**config.mk**
```make
export PLATFORM = sky130hd
export DESIGN_NAME = risxv_skid_stage
export DESIGN_NICKNAME = d
export VERILOG_FILES = /design/src/rtl/risxv_skid_stage.sv
export SDC_FILE = /design/constraint.sdc
export NUM_CORES = 1
export LEC_CHECK = 0
export CELL_PAD_IN_SITES_DETAIL_PLACEMENT = 0
export CELL_PAD_IN_SITES_GLOBAL_PLACEMENT = 1
export CORE_MARGIN = 4
export CORE_UTILIZATION = 39
export DETAILED_ROUTE_END_ITERATION = 8
export PLACE_DENSITY_LB_ADDON = 0.05
export SLEW_MARGIN = 10
export SYNTH_ARGS = -nofsm -noshare
export SYNTH_HDL_FRONTEND = slang
export SYNTH_SLANG_ARGS = --single-unit
```
**constraint.sdc**
```tcl
create_clock -name clk -period 1.9 [get_ports clk]
set_input_delay 0.19 -clock clk [delete_from_list [all_inputs] [get_ports clk]]
set_output_delay 0.19 -clock clk [all_outputs]
set_load 0.005 [all_outputs]
```
**src/rtl/risxv_skid_stage.sv**
```systemverilog
// risXv elastic pipeline register with valid/ready flow control.
// SKID=1: 2-entry skid buffer, registered in_ready; SKID=0: single slot.
module risxv_skid_stage #(
  parameter int unsigned      WIDTH    = 32,
  parameter bit               SKID     = 1'b1,
  parameter logic [WIDTH-1:0] RST_DATA = '0
) (
  input  logic             clk,
  input  logic             rst,
  input  logic             flush,
  input  logic             in_valid,
  output logic             in_ready,
  input  logic [WIDTH-1:0] in_data,
  output logic             out_valid,
  input  logic             out_ready,
  output logic [WIDTH-1:0] out_data,
  output logic [1:0]       occupancy
);

  logic             in_fire;
  logic             out_fire;
  logic [WIDTH-1:0] main_q;

  assign in_fire  = in_valid & in_ready;
  assign out_fire = out_valid & out_ready;
  assign out_data = main_q;

  if (SKID) begin : g_skid
    typedef enum logic [1:0] {
      EMPTY = 2'd0,
      BUSY  = 2'd1,
      FULL  = 2'd2
    } state_e;

    state_e           state_q;
    logic [WIDTH-1:0] skid_q;

    // in_ready comes from flops only, so out_ready never
    // reaches upstream combinationally
    assign in_ready  = (state_q != FULL);
    assign out_valid = (state_q != EMPTY);
    assign occupancy = state_q;

    // occupancy FSM; main slot feeds output, skid slot
    // absorbs the one entry taken while the output stalls
    always_ff @(posedge clk or negedge rst) begin
      if (!rst) begin
        state_q <= EMPTY;
        main_q  <= RST_DATA;
        skid_q  <= RST_DATA;
      end else if (flush) begin
        state_q <= EMPTY;
        main_q  <= RST_DATA;
        skid_q  <= RST_DATA;
      end else begin
        unique case (state_q)
          EMPTY: begin
            if (in_fire) begin
              state_q <= BUSY;
              main_q  <= in_data;
            end
          end
          BUSY: begin
            unique case (1'b1)
              in_fire & ~out_fire: begin
                state_q <= FULL;
                skid_q  <= in_data;
              end
              ~in_fire & out_fire: begin
                state_q <= EMPTY;
              end
              in_fire & out_fire: begin
                main_q <= in_data;
              end
              default: ;
            endcase
          end
          FULL: begin
            if (out_fire) begin
              state_q <= BUSY;
              main_q  <= skid_q;
            end
          end
          default: state_q <= EMPTY;
        endcase
      end
    end
  end else begin : g_single
    logic valid_q;

    assign in_ready  = ~valid_q | out_ready;
    assign out_valid = valid_q;
    assign occupancy = {1'b0, valid_q};

    // single slot; refills on the same edge it drains
    always_ff @(posedge clk or negedge rst) begin
      if (!rst) begin
        valid_q <= 1'b0;
        main_q  <= RST_DATA;
      end else if (flush) begin
        valid_q <= 1'b0;
        main_q  <= RST_DATA;
      end else if (in_fire) begin
        valid_q <= 1'b1;
        main_q  <= in_data;
      end else if (out_fire) begin
        valid_q <= 1'b0;
      end
    end
  end

  property p_stall_stable;
    @(posedge clk) disable iff (!rst)
      (out_valid && !out_ready && !flush)
      |=> $stable(out_data);
  endproperty

  a_stall_stable: assert property (p_stall_stable);

endmodule

```
Word-level counts from Yosys, hierarchy flattened
Cells that the tools add are included.
{ "totals": {"register_bits": 66, "output_inout_bits": 36, "word_cells": 38, "inputBits": 37} }
{ "classes": {"mux": 13, "reduce_logical": 8, "n_bitwise": 7, "n_eq_ne": 7} }
{ "op_table": {"columns": ["cell", "n"], "rows": [
  ["32-bit two-way mux", 7],
  ["32-bit case mux with 3 select lines", 1],
  ["3-bit inequality test (second input constant)", 3],
  ["2-bit two-way mux", 3],
  ["2-bit case mux with 3 select lines", 1],
  ["2-bit nonzero test", 3],
  ["1-bit bitwise AND", 5],
  ["4-bit inequality test (second input constant)", 1],
  ["2-bit case mux with 2 select lines", 1],
  ["4-bit AND reduction", 1],
  ["4-bit nonzero test", 1],
  ["3-bit AND reduction", 1],
  ["2-bit by 1-bit == test with 1-bit output (second input constant)", 1],
  ["2-bit == test (second input constant)", 1],
  ["2-bit logical NOT", 1],
  ["2-bit inequality test (second input constant)", 1],
  ["1-bit NOT", 2],
  ["2-bit AND reduction", 1]
]} }

Longest topological paths before layout
{ "depth": {"word_depth": 7, "depth_mapped": 6} }

Worst setup path before layout
Ideal clock, no wire load.
{ "synth_timing": {"kind": "register -> register", "from": "reg g_skid.state_q[1], in the netlist occupancy[1]", "to": "reg main_q[0], in the netlist out_data[0]", "stages_incl_launch_ff": 7, "arrival_ns": 1.338, "period_less_slack_ns": 1.430, "t_required_ns": 1.808, "path_buffers": 3, "setup_time_ns": 0.092, "setup_slack_ns": 0.470, "path_cell_list": "dfrtp_1 buf_6 nand2b_4 buf_6 o211a_4 buf_6 o31ai_2"} }
{ "synth_via": {"elab_chain_len": 5} }
{ "synth_lines": {"columns": ["item", "line", "source"], "rows": [
  ["from (decl)", "35", "state_e state_q;"],
  ["from (signal assigned)", "48", "state_q <= EMPTY;"],
  ["from (signal assigned)", "52", "state_q <= EMPTY;"],
  ["from (signal assigned)", "59", "state_q <= BUSY;"],
  ["2-bit inequality test or 2-bit nonzero test (tied branches)", "40, 41", null],
  ["1-bit bitwise AND (on tied branches)", "24, 25", null],
  ["1-bit bitwise AND", "72", "in_fire & out_fire: begin"],
  ["3-bit inequality test (no line)", null, null],
  ["4-bit AND reduction (no line)", null, null],
  ["to (signal assigned)", "60", "main_q <= in_data;"],
  ["to (signal assigned)", "73", "main_q <= in_data;"],
  ["to (signal assigned)", "81", "main_q <= skid_q;"],
  ["to (decl)", "22", "logic [WIDTH-1:0] main_q;"]
]} }
Several ways; a longest one is shown, not always the timed one.
A chain may end at the register's enable or synchronous reset.

Final worst setup path
{ "layout_timing": {"from": "reg g_skid.state_q[0], in the netlist occupancy[0]", "to": "out out_valid"} }
{ "layout_via": {"elab_chain_len": 1} }
{ "layout_lines": {"columns": ["item", "line", "source"], "rows": [
  ["2-bit nonzero test", "41", "assign out_valid = (state_q != EMPTY);"],
  ["to (decl)", "14", "output logic out_valid,"]
]} }
Every way passes these cells.

==> impl_metrics.tcl <==
set metrics [dict create \
    startpoint_type "flip-flop" \
    rr_startpoint "occupancy[0]" \
    rsz0062_at_grt "false" \
    postSynthCellCount 315 \
    die_y_um 101 \
    worst_slew_pin_slew_ns 0.607 \
    fin_tns_setup_ns 0 \
    vias 2661 \
    postRouteAntennaNets 0 \
    async_flop_share_pct 100 \
    synth_area_mm2 0.00339 \
    maxCapViolCount 0 \
    synth_flop_cell "dfrtp_1" \
    syn_nets 352 \
    synthDistinctLibCells 23 \
    core.rowCount 33 \
    endpoint "out_valid" \
    post-route-period-util_pct 94.1 \
    die_x_um 101 \
    cts_setup_buffers 0 \
    clock_path_buffers 2 \
    yosysWarnings 0 \
    synth_area_leader_cell "dfrtp_1" \
    fin_util_pct 53.0 \
    finalCriticalPeriod_ns 1.79 \
    r2r_slack_ns 0.23 \
    grt_first_pass_wirelength_mm 14.4 \
    clk_latency_ns 0.33 \
    setup_viol 0 \
    synth.area.top_cells "dfrtp_1 (49%), o31ai_2 (11%), mux2i_1 (9.4%)" \
    reg2reg_to "out_data[12]" \
    core_mm2 0.00834 \
    io_buffers 72 \
    cts.clk_slew.worst_paths_ns 0.07 \
    vias_per_cell 5.49 \
    drc 0 \
    ys_ff_latch 66 \
    synth_area_per_cell_um2 10.8 \
    hp-class "primary input to flip-flop" \
    antenna_found_initial 0 \
    routedWlPerCell_um 18.3 \
    crit_start "occupancy[0]" \
    power_density_mw_per_mm2 771 \
    dp_cells 468 \
    reg2regPathDepth 3 \
    post_cts_resized 0 \
    worstPathArrival_ns 1.60 \
    vdd_ir_drop_max_uv 586 \
    cts_tree "yes" \
    cts_buffers 9 \
    ys_seq_area_share_pct 48.7 \
    antenna_cells 0 \
    critical_path_class "flip-flop to output pin" \
    final.fill_count 788 \
    p_leak_nw 1.68 \
    firstDrtPassIters 4 \
    hpwl_mm 5.39 \
    finalInstanceArea_mm2 0.00442 \
    grt_overflow 0 \
    synth.top_cell.area_share_pct 48.7 \
    grt_usage_pct 17.9 \
    cts_sinks 66 \
    stdcell_count 485 \
    grt_max_degree 67 \
    holdWs_ns 0.378 \
    gp_congestion 0.715 \
    start_util_pct 40.6 \
    synthToLayoutAreaGrowth_pct 30.5 \
    end_kind "output pin" \
    hold_buffers 1 \
    synth_edf_count 0 \
    hold_violations 0 \
    io_pins 73 \
    dpl_cell_area_mm2 0.00419 \
    fmax_mhz 560 \
    final_nets 412 \
    dieArea_mm2 0.0102 \
    drive_gt1_share_pct 18.2 \
    slew_violations 0 \
    critPathMaxFanout 10 \
    relSlewSlack_pct 59.6 \
    htree_levels 3 \
    synth_commonest_cells "dfrtp_1 (66), nand2_1 (66), a21oi_1 (35), mux2i_1 (32), o2111ai_1 (32)" \
    wl_mm 8.88 \
    status "completed" \
    crit_required_ns 1.71 \
    finClkSkew_ns 0.00609 \
    grt_pass1_vias 2677 \
    first_iter_violations 232 \
    cts_root_buf "clkbuf_8" \
]
## cells in the final DEF, fill, tap and decap left out, types with 2 or more instances in the layout
cell	n
dfrtp_1	66
mux2i_1	32
buf_4	10
buf_2	2
clkbuf_8	10
o31ai_2	30
clkinv_2	2
o2111ai_1	32
o31ai_1	2
nand2_1	66
buf_12	4
bufinv_16	2
a21oi_1	35
clkdlybuf4s50_1	70
## metal layers
metal / share of wire (%) / GRT usage [%] / up-vias
met1: 47 / 24.9 / 1319
met3: 4.7 / 4.61 / 8
met4: 1.2 / 3.68 / 0
met5: 0 / 0 / -
met2: 47 / 28.3 / 56
li1: - / - / 1278
## critical path, cell delays in order (launching register included)
cell             delay (ns)
dfrtp_1                0.50
or2_2                  0.32
clkdlybuf4s50_1        0.44
## sequential cells by signal (all words and copies together), names as in the netlist
| register | count |
|---|---|
| g_skid.skid_q | 32 |
| out_data | 32 |
| occupancy | 2 |
## cell type report
type | count | area (um2) | area share, %
clock buffer | 11 | 141 | 3.20
clock inverter | 5 | 77.6 | 1.75
inverter | 2 | 7.51 | 0.170
multi-input combinational | 209 | 1540 | 34.8
sequential | 66 | 1650 | 37.3
tap | 105 | 131 | 2.97
timing repair buffer | 87 | 876 | 19.8
## metrics by stage
stage          worst slack, ns  power, mW
5_1_grt                 0.0172       3.57
3_5_place_dp             0.142       2.14
3_3_place_gp             0.185       2.14
6_report                 0.113       3.41
2_1_floorplan            0.470       1.82
4_1_cts                 0.0935       3.46
## power breakdown
part           internal, mW  switching, mW
Combinational         0.295          0.271
Sequential             1.48         0.0569
Clock                 0.771          0.534
## cell families (layout without fill, tap and decap cells)
| logic type | after synthesis | after routing | share of synthesized area (%) |
|---|---|---|---|
| simple gates | 76 | 76 | 9.78 |
| buf+inv | 40 | 105 | 6.35 |
| mux | 32 | 32 | 9.45 |
| compound gates | 101 | 101 | 25.7 |
| flops | 66 | 66 | 48.7 |
## worst min path at each step
stage           from                 to  slack (ns)  cells after the start
3_3_place_gp     rst       occupancy[1]        0.25                      2
2_1_floorplan    rst   g_skid.skid_q[0]       -0.11                      0
5_1_grt        flush  g_skid.skid_q[11]        0.40                      3
4_1_cts        flush  g_skid.skid_q[21]        0.40                      3
3_5_place_dp     rst  g_skid.skid_q[11]        0.25                      2
6_report       flush  g_skid.skid_q[11]        0.38                      3
Note: power is estimated with default switching activity, not from simulation.
